$ cat src/rtl/booth_pkg.sv
// Shared types and constants for the Booth multiplier sequencer.
package booth_pkg;

  localparam int WIDTH_DEFAULT = 4;

  localparam logic SEL_ADD = 1'b0;
  localparam logic SEL_SUB = 1'b1;

  typedef enum logic [2:0] {
    IDLE  = 3'd0,
    LOAD  = 3'd1,
    EVAL  = 3'd2,
    SHIFT = 3'd3,
    DONE  = 3'd4
  } state_t;

endpackage

$ cat src/rtl/booth_step_counter.sv
// Booth iteration counter: cleared on load, bumped once per shift, flags the final iteration.
module booth_step_counter #(
  parameter  int WIDTH = 4,
  localparam int CNT_W = $clog2(WIDTH + 1)
) (
  input  logic clk,
  input  logic rst,
  input  logic clr,
  input  logic inc,
  output logic last
);

  logic [CNT_W-1:0] count_q;
  logic [CNT_W-1:0] count_d;

  always_comb begin
    count_d = count_q;
    if (clr) begin
      count_d = '0;
    end else if (inc) begin
      count_d = count_q + CNT_W'(1);
    end
  end

  always_ff @(posedge clk or negedge rst) begin
    if (!rst) begin
      count_q <= '0;
    end else begin
      count_q <= count_d;
    end
  end

  // Sampled during SHIFT: the shift now in progress is the last one.
  assign last = (count_q == CNT_W'(WIDTH - 1));

endmodule

$ cat src/rtl/booth_sequencer.sv
// Sequencer for the Booth multiplier datapath: operand handshake, strobe generation
// across WIDTH iterations and a single-entry result buffer.
module booth_sequencer
  import booth_pkg::*;
#(
  parameter int WIDTH = WIDTH_DEFAULT
) (
  input  logic               clk,
  input  logic               rst,
  // Handshakes: a transfer happens on a rising edge where valid && ready are both 1;
  // the producer holds its data while valid is 1 and ready is 0.
  input  logic               in_valid,
  output logic               in_ready,
  input  logic [WIDTH-1:0]   a_in,
  input  logic [WIDTH-1:0]   b_in,
  output logic               out_valid,
  input  logic               out_ready,
  output logic [2*WIDTH-1:0] result,
  output logic               busy,
  input  logic               Q0,
  input  logic               Q1,
  input  logic [2*WIDTH-1:0] prod,
  output logic               LoadA,
  output logic               LoadB,
  output logic               LoadAdd,
  output logic               Shift,
  output logic               SEL,
  output logic               rs,
  output logic [WIDTH-1:0]   A,
  output logic [WIDTH-1:0]   B,
  output logic [2:0]         dbg_state
);

  state_t             state_q, state_d;
  logic [WIDTH-1:0]   a_q, a_d;
  logic [WIDTH-1:0]   b_q, b_d;
  logic [2*WIDTH-1:0] result_q, result_d;
  logic               out_valid_q, out_valid_d;
  logic               last_iter;

  booth_step_counter #(.WIDTH(WIDTH)) u_step_counter (
    .clk  (clk),
    .rst  (rst),
    .clr  (state_q == LOAD),
    .inc  (state_q == SHIFT),
    .last (last_iter)
  );

  assign in_ready  = (state_q == IDLE) && !out_valid_q;
  assign busy      = (state_q != IDLE);
  assign out_valid = out_valid_q;
  assign result    = result_q;
  assign A         = a_q;
  assign B         = b_q;
  assign dbg_state = state_q;

  always_comb begin
    state_d     = state_q;
    a_d         = a_q;
    b_d         = b_q;
    result_d    = result_q;
    out_valid_d = out_valid_q;
    LoadA       = 1'b0;
    LoadB       = 1'b0;
    LoadAdd     = 1'b0;
    Shift       = 1'b0;
    SEL         = SEL_ADD;
    rs          = 1'b0;

    if (out_valid_q && out_ready) begin
      out_valid_d = 1'b0;
    end

    unique case (state_q)
      IDLE: begin
        if (in_valid && in_ready) begin
          a_d     = a_in;
          b_d     = b_in;
          state_d = LOAD;
        end
      end
      LOAD: begin
        LoadA   = 1'b1;
        LoadB   = 1'b1;
        rs      = 1'b1;
        state_d = EVAL;
      end
      EVAL: begin
        // {Q0,Q1}: 10 starts a run of ones (subtract), 01 ends one (add).
        unique case ({Q0, Q1})
          2'b10: begin
            LoadAdd = 1'b1;
            SEL     = SEL_SUB;
          end
          2'b01: begin
            LoadAdd = 1'b1;
            SEL     = SEL_ADD;
          end
          default: ;
        endcase
        state_d = SHIFT;
      end
      SHIFT: begin
        Shift   = 1'b1;
        state_d = last_iter ? DONE : EVAL;
      end
      DONE: begin
        result_d    = prod;
        out_valid_d = 1'b1;
        state_d     = IDLE;
      end
      default: state_d = IDLE;
    endcase
  end

  always_ff @(posedge clk or negedge rst) begin
    if (!rst) begin
      state_q     <= IDLE;
      a_q         <= '0;
      b_q         <= '0;
      result_q    <= '0;
      out_valid_q <= 1'b0;
    end else begin
      state_q     <= state_d;
      a_q         <= a_d;
      b_q         <= b_d;
      result_q    <= result_d;
      out_valid_q <= out_valid_d;
    end
  end

endmodule

$ cat config.mk
export PLATFORM = sky130hd
export DESIGN_NAME = booth_sequencer
export DESIGN_NICKNAME = d
export VERILOG_FILES = /design/src/rtl/booth_pkg.sv /design/src/rtl/booth_step_counter.sv /design/src/rtl/booth_sequencer.sv
export SDC_FILE = /design/constraint.sdc
export NUM_CORES = 1
export LEC_CHECK = 0
export BUFFER_PORTS_ARGS = -buffer_cell sky130_fd_sc_hd__buf_2
export CORE_UTILIZATION = 35
export CTS_CLUSTER_DIAMETER = 150
export CTS_CLUSTER_SIZE = 16
export DETAILED_ROUTE_END_ITERATION = 7
export GPL_TIMING_DRIVEN = 1
export PLACE_DENSITY = 0.71
export SLEW_MARGIN = 20
export SYNTH_ARGS = -nofsm -noshare
export SYNTH_HDL_FRONTEND = slang
export SYNTH_SLANG_ARGS = --single-unit
$ cat constraint.sdc
create_clock -name clk -period 1.7 [get_ports clk]
set_clock_uncertainty 0.1 [all_clocks]
set_input_delay 0.255 -clock clk [delete_from_list [all_inputs] [get_ports clk]]
set_output_delay 0.255 -clock clk [all_outputs]
set_load 0.01 [all_outputs]
==> reports/results.tsv, run 1 <==
metric	value	unit
status	finished, violations left	
violations in the final reports	negative setup slack	
EDFF count, synth	0	
worst vdd ir	1.17	mV
Top-Level Pins	50	
RSZ-0062 raised after global routing	true	
CTS tree	yes	
Setup CP Type	reg2out	
fin crit share	100	%
Die Ht	54.9	um
measured slew at the worst slew-check pin	504	ps
root buf cell	clkbuf_4	
final hold vios	0	
final setup margin	-4.74	ps
Setup-failing EPs final	1	
die width	54.9	um
max_cap viols	0	
Seq/Total Area, Yosys	58.8	%
worst skew pair latency	310	ps
worst path required time	1340	ps
Max clock buf depth	2	
dominant synthesized flop cell	dfrtp_1	
# rows	18	
final core utilization	54.0	%
average wire per standard cell	12.7	um
ordered list of cells on the worst path	buf_6 -> nor4_4 -> buf_2	
gr usage total	14.4	%
Placement Cell Area	1250	sq um
min Tclk post-route	1700	ps
synth warn	0	
Sink Count	23	
largest net degree at the start of global routing	24	
Core Box Area	2570	sq um
drc violations	0	
crit path capture type	primary output	
commonest cells in the netlist	dfrtp_1, mux2_2, inv_1, nor2_1	
I/O Buffers	49	
proportion of layout cells with a drive suffix above 1	70.5	%
Post-Layout Inst Area	1390	sq um
total CTS buffers	3	
Syn Inst Count	71	
vias	755	
final net count	155	
Avg Cell Area, Syn	13.8	sq um
initial antenna violation count	0	
syn nets	96	
total global routing overflow	0	
Yosys reg bits	23	
CP delay by family, top	flip-flops	
Fin Setup TNS	-4.74	ps
Lkg Pwr	0.764	nW
DRT iter0 DRCs	1	
HPWL after DPL	1410	um
CP arrival	1350	ps
htree depth	1	
Critical Path Source Type	register	
WP buf/inv	2	
antenna-violating nets left	0	
Layout area overhead	41.8	%
Syn Std Cell Area	978	sq um
Cell variety after synth	20	
worst-path fanout max	5	
largest cells by area after synthesis	dfrtp_1, mux2_2, ha_1	
Critical Path Max Stage Delay	470	ps
count leader, synth	dfrtp_1	
final WL	2020	um
# diodes	0	
first-pass GRT wire length	3020	um
DP Worst Slack	98.8	ps
PD cells	1470	nW/um^2
Max Slew Vio Count	0	
Synth area leader	dfrtp_1	
Initial Util	38.1	%
Fmax	587	MHz
number of global-route vias before repair	699	
Max transition margin	66.4	%
Post-synth ARST share	100	%
gpl congestion	0.705	
die area	3010	sq um
Clock transition at path regs	130	ps
Slowest-stage cell, CP	dfrtp_2	
via/cell ratio	4.75	
min-delay worst type	in2reg	
DRT Pass-1 Iters	3	
post-synth top area share	58.8	%
total chip power	2.04	mW
[sequential cells by signal (all words and copies together) (netlist names)]
name / count
B: 4
u_step_counter.count_q: 3
A: 4
out_valid: 1
dbg_state: 3
result: 8
[final cells by class]
type | instances | area (sq um)
Clock inverter | 1 | 5.00
Inverter | 4 | 15.0
Clock buffer | 3 | 22.5
Fill cell | 243 | 1180
Timing Repair Buffer | 57 | 322
Sequential cell | 23 | 578
Multi-Input combinational cell | 41 | 408
Tap cell | 30 | 37.5
[worst paths after layout]
| check | from | endpoint | slack, ps | depth (start not counted) |
|---|---|---|---|---|
| min in group asynchronous | rst | result[7] | 330 | 2 |
| hold reg to reg | u_step_counter.count_q[2] | u_step_counter.count_q[2] | 390 | 2 |
| max in group asynchronous | rst | dbg_state[0] | 790 | 2 |
| setup reg to reg | dbg_state[1] | result[2] | 130 | 4 |
| hold / removal | a_in[3] | A[3] | 60 | 2 |
| setup / recovery | dbg_state[0] | LoadAdd | -5 | 3 |
[layout by cell type (no fill, tap or decap), types with 2 or more instances in the layout]
cell       n
buf_2     48
dfrtp_1   21
mux2_2    17
buf_4      5
inv_1      3
nand2_1    3
ha_1       3
clkbuf_4   3
buf_6      3
nor2_2     2
nor4_4     2
and3_2     2
dfrtp_2    2
[kinds of logic (layout without fill, tap and decap cells)]
group | after synthesis | count (layout) | synth area share, %
buffers and inverters | 7 | 65 | 3.58
AND/OR/NAND/NOR | 17 | 17 | 11.4
AO/OA/AOI/OAI | 4 | 4 | 2.81
multiplexers | 17 | 17 | 19.6
adder cells (fa/ha/maj) | 3 | 3 | 3.84
flip-flops | 23 | 23 | 58.8
[report_power, final]
part | switching (mW) | internal, mW | leakage (nW)
clock | 0.160 | 0.0877 | 0.0177
sequential | 0.120 | 0.741 | 0.290
combinational | 0.441 | 0.496 | 0.456
total | 0.721 | 1.32 | 0.764
[timing repair]
action                                 4_1_cts  5_1_grt
hold buffers                                 1        0
buffers inserted                             6        0
endpoints found under the hold margin       23        0
setup endpoints to repair                    7       14
gates resized for setup                     13        3
pin swaps                                    2        0
[through the flow]
| step | cells | hold slack [ps] |
|---|---|---|
| after floorplan | 71 | -141 |
| after global placement | 148 | 147 |
| after detailed placement | 148 | 156 |
| after CTS | 159 | 55.9 |
| after global routing | 159 | 43.9 |
| final | 159 | 64.7 |
[metal layers]
layer,vias up,GRT usage (%),wire length (um)
li1,361,-,-
met1,359,17.7,897
met2,35,24.9,962
met3,0,5.83,158
met4,0,0,0
met5,-,0,0
Power figures use the tool's default switching activity.
==> inputs of run 2 (changes only) <==
- PLACE_DENSITY: 0.71 -> 0.61
==> run 2 against run 1 <==
The run now ends clean; power decreased by 2.8%; hold slack better by 15 ps; sequential power up 2%; highest routed layer unchanged.
==> reports/results.tsv, run 2 (synthesized netlist as in run 1, its figures left out) <==
metric	value	unit
status	finished clean	
Hold Worst Slack	79.9	ps
I/O Buffers	49	
Max transition margin	66.8	%
Critical Path Source Type	register	
Sink Count	23	
Setup CP Type	reg2out	
Seq pwr share	44.0	%
Core Box Area	2570	sq um
WP buf/inv	1	
Register Area	578	sq um
final WL	1900	um
DP Worst Slack	88.3	ps
number of global-route vias before repair	653	
final hold vios	0	
first-pass GRT wire length	2660	um
crit path capture type	primary output	
HPWL after DPL	1410	um
measured slew at the worst slew-check pin	498	ps
DRT iter0 DRCs	1	
Combinational Power Share	43.8	%
Max clock buf depth	2	
Slowest-stage cell, CP	dfrtp_2	
die area	3010	sq um
Initial Util	38.1	%
Lkg Pwr	0.752	nW
total chip power	1.99	mW
Die Ht	54.9	um
Fin Setup TNS	0	ps
Clock Power Share	12.2	%
max reg flops	8	
CTS tree	yes	
total CTS buffers	3	
root buf cell	clkbuf_4	
antenna-violating nets left	0	
Max Slew Vio Count	0	
final setup margin	23.8	ps
sw frac	34.7	%
most common cell after layout, fill and taps aside	buf_2	
worst-path fanout max	6	
via/cell ratio	4.59	
Top-Level Pins	50	
worst path required time	1340	ps
min Tclk post-route	1680	ps
CP arrival	1320	ps
PD cells	1460	nW/um^2
RSZ-0062 raised after global routing	true	
fillers	239	
CP delay by family, top	flip-flops	
multi-input logic area	395	sq um
htree depth	1	
largest net degree at the start of global routing	24	
Critical Path Max Stage Delay	490	ps
DRT Pass-1 Iters	2	
max_cap viols	0	
Setup-failing EPs final	0	
commonest cells after routing, fill and taps aside	buf_2, dfrtp_1, mux2_2, inv_1, buf_6	
total global routing overflow	0	
die width	54.9	um
proportion of layout cells with a drive suffix above 1	67.7	%
initial antenna violation count	0	
fin crit share	98.6	%
Switch Pwr	0.690	mW
Fmax	597	MHz
worst vdd ir	0.756	mV
gpl congestion	0.717	
average wire per standard cell	12.1	um
# rows	18	
Layout area overhead	39.5	%
ordered list of cells on the worst path	nor4_4 -> buf_2	
final net count	153	
min-delay worst type	in2reg	
Clock transition at path regs	120	ps
vias	720	
# diodes	0	
drc violations	0	
Pint	1.30	mW
worst skew pair latency	300	ps
gr usage total	12.7	%
## run 2: worst paths after layout
check,startpoint,end,slack [ps],cells after the start
hold reg to reg,u_step_counter.count_q[2],u_step_counter.count_q[2],410,2
setup reg to reg,dbg_state[0],result[7],190,3
max in group asynchronous,rst,dbg_state[0],800,2
min in group asynchronous,rst,result[0],340,2
setup / recovery,dbg_state[0],in_ready,20,2
hold / removal,b_in[1],B[1],80,2
## run 2: power groups by stage
stage / Combinational [mW] / Clock [mW] / Sequential (mW)
finish: 0.871 / 0.242 / 0.875
global route: 0.962 / 0.269 / 0.898
CTS: 0.842 / 0.257 / 0.867
detailed placement: 0.763 / 0 / 0.877
global placement: 0.747 / 0 / 0.865
floorplan: 0.376 / 0 / 0.950
## run 2: metal layers
metal / track usage [%] / vias up / wire, um
met1: 15.0 / 330 / 810
li1: - / 355 / -
met5: 0 / - / 0
met4: 2.56 / 0 / 0
met3: 3.61 / 0 / 188
met2: 22.5 / 35 / 906
## run 2: timing repair
item,in CTS,in global routing
hold endpoints to repair,23,0
setup endpoints to repair,7,10
pin swaps,1,1
setup buffers,4,0
hold buffers,1,0
gates resized for setup,7,7
gates cloned,0,0
## run 2: metrics by stage
| step | instance area (sq um) | std cells | util (%) |
|---|---|---|---|
| 2_1_floorplan | 978 | 71 | - |
| 3_3_place_gp | 1250 | 148 | 48.6 |
| 3_5_place_dp | 1250 | 148 | 48.6 |
| 4_1_cts | 1340 | 157 | 52.2 |
| 5_1_grt | 1370 | 157 | 53.2 |
| 6_report | 1370 | 157 | 53.2 |
## run 2: cell type report
cell class                 instances  share of cell area [%]
multi-input combinational         41                    29.0
inverter                           4                    1.10
clock buffer                       4                    1.92
timing repair buffer              55                    22.9
tap                               30                    2.75
sequential                        23                    42.3
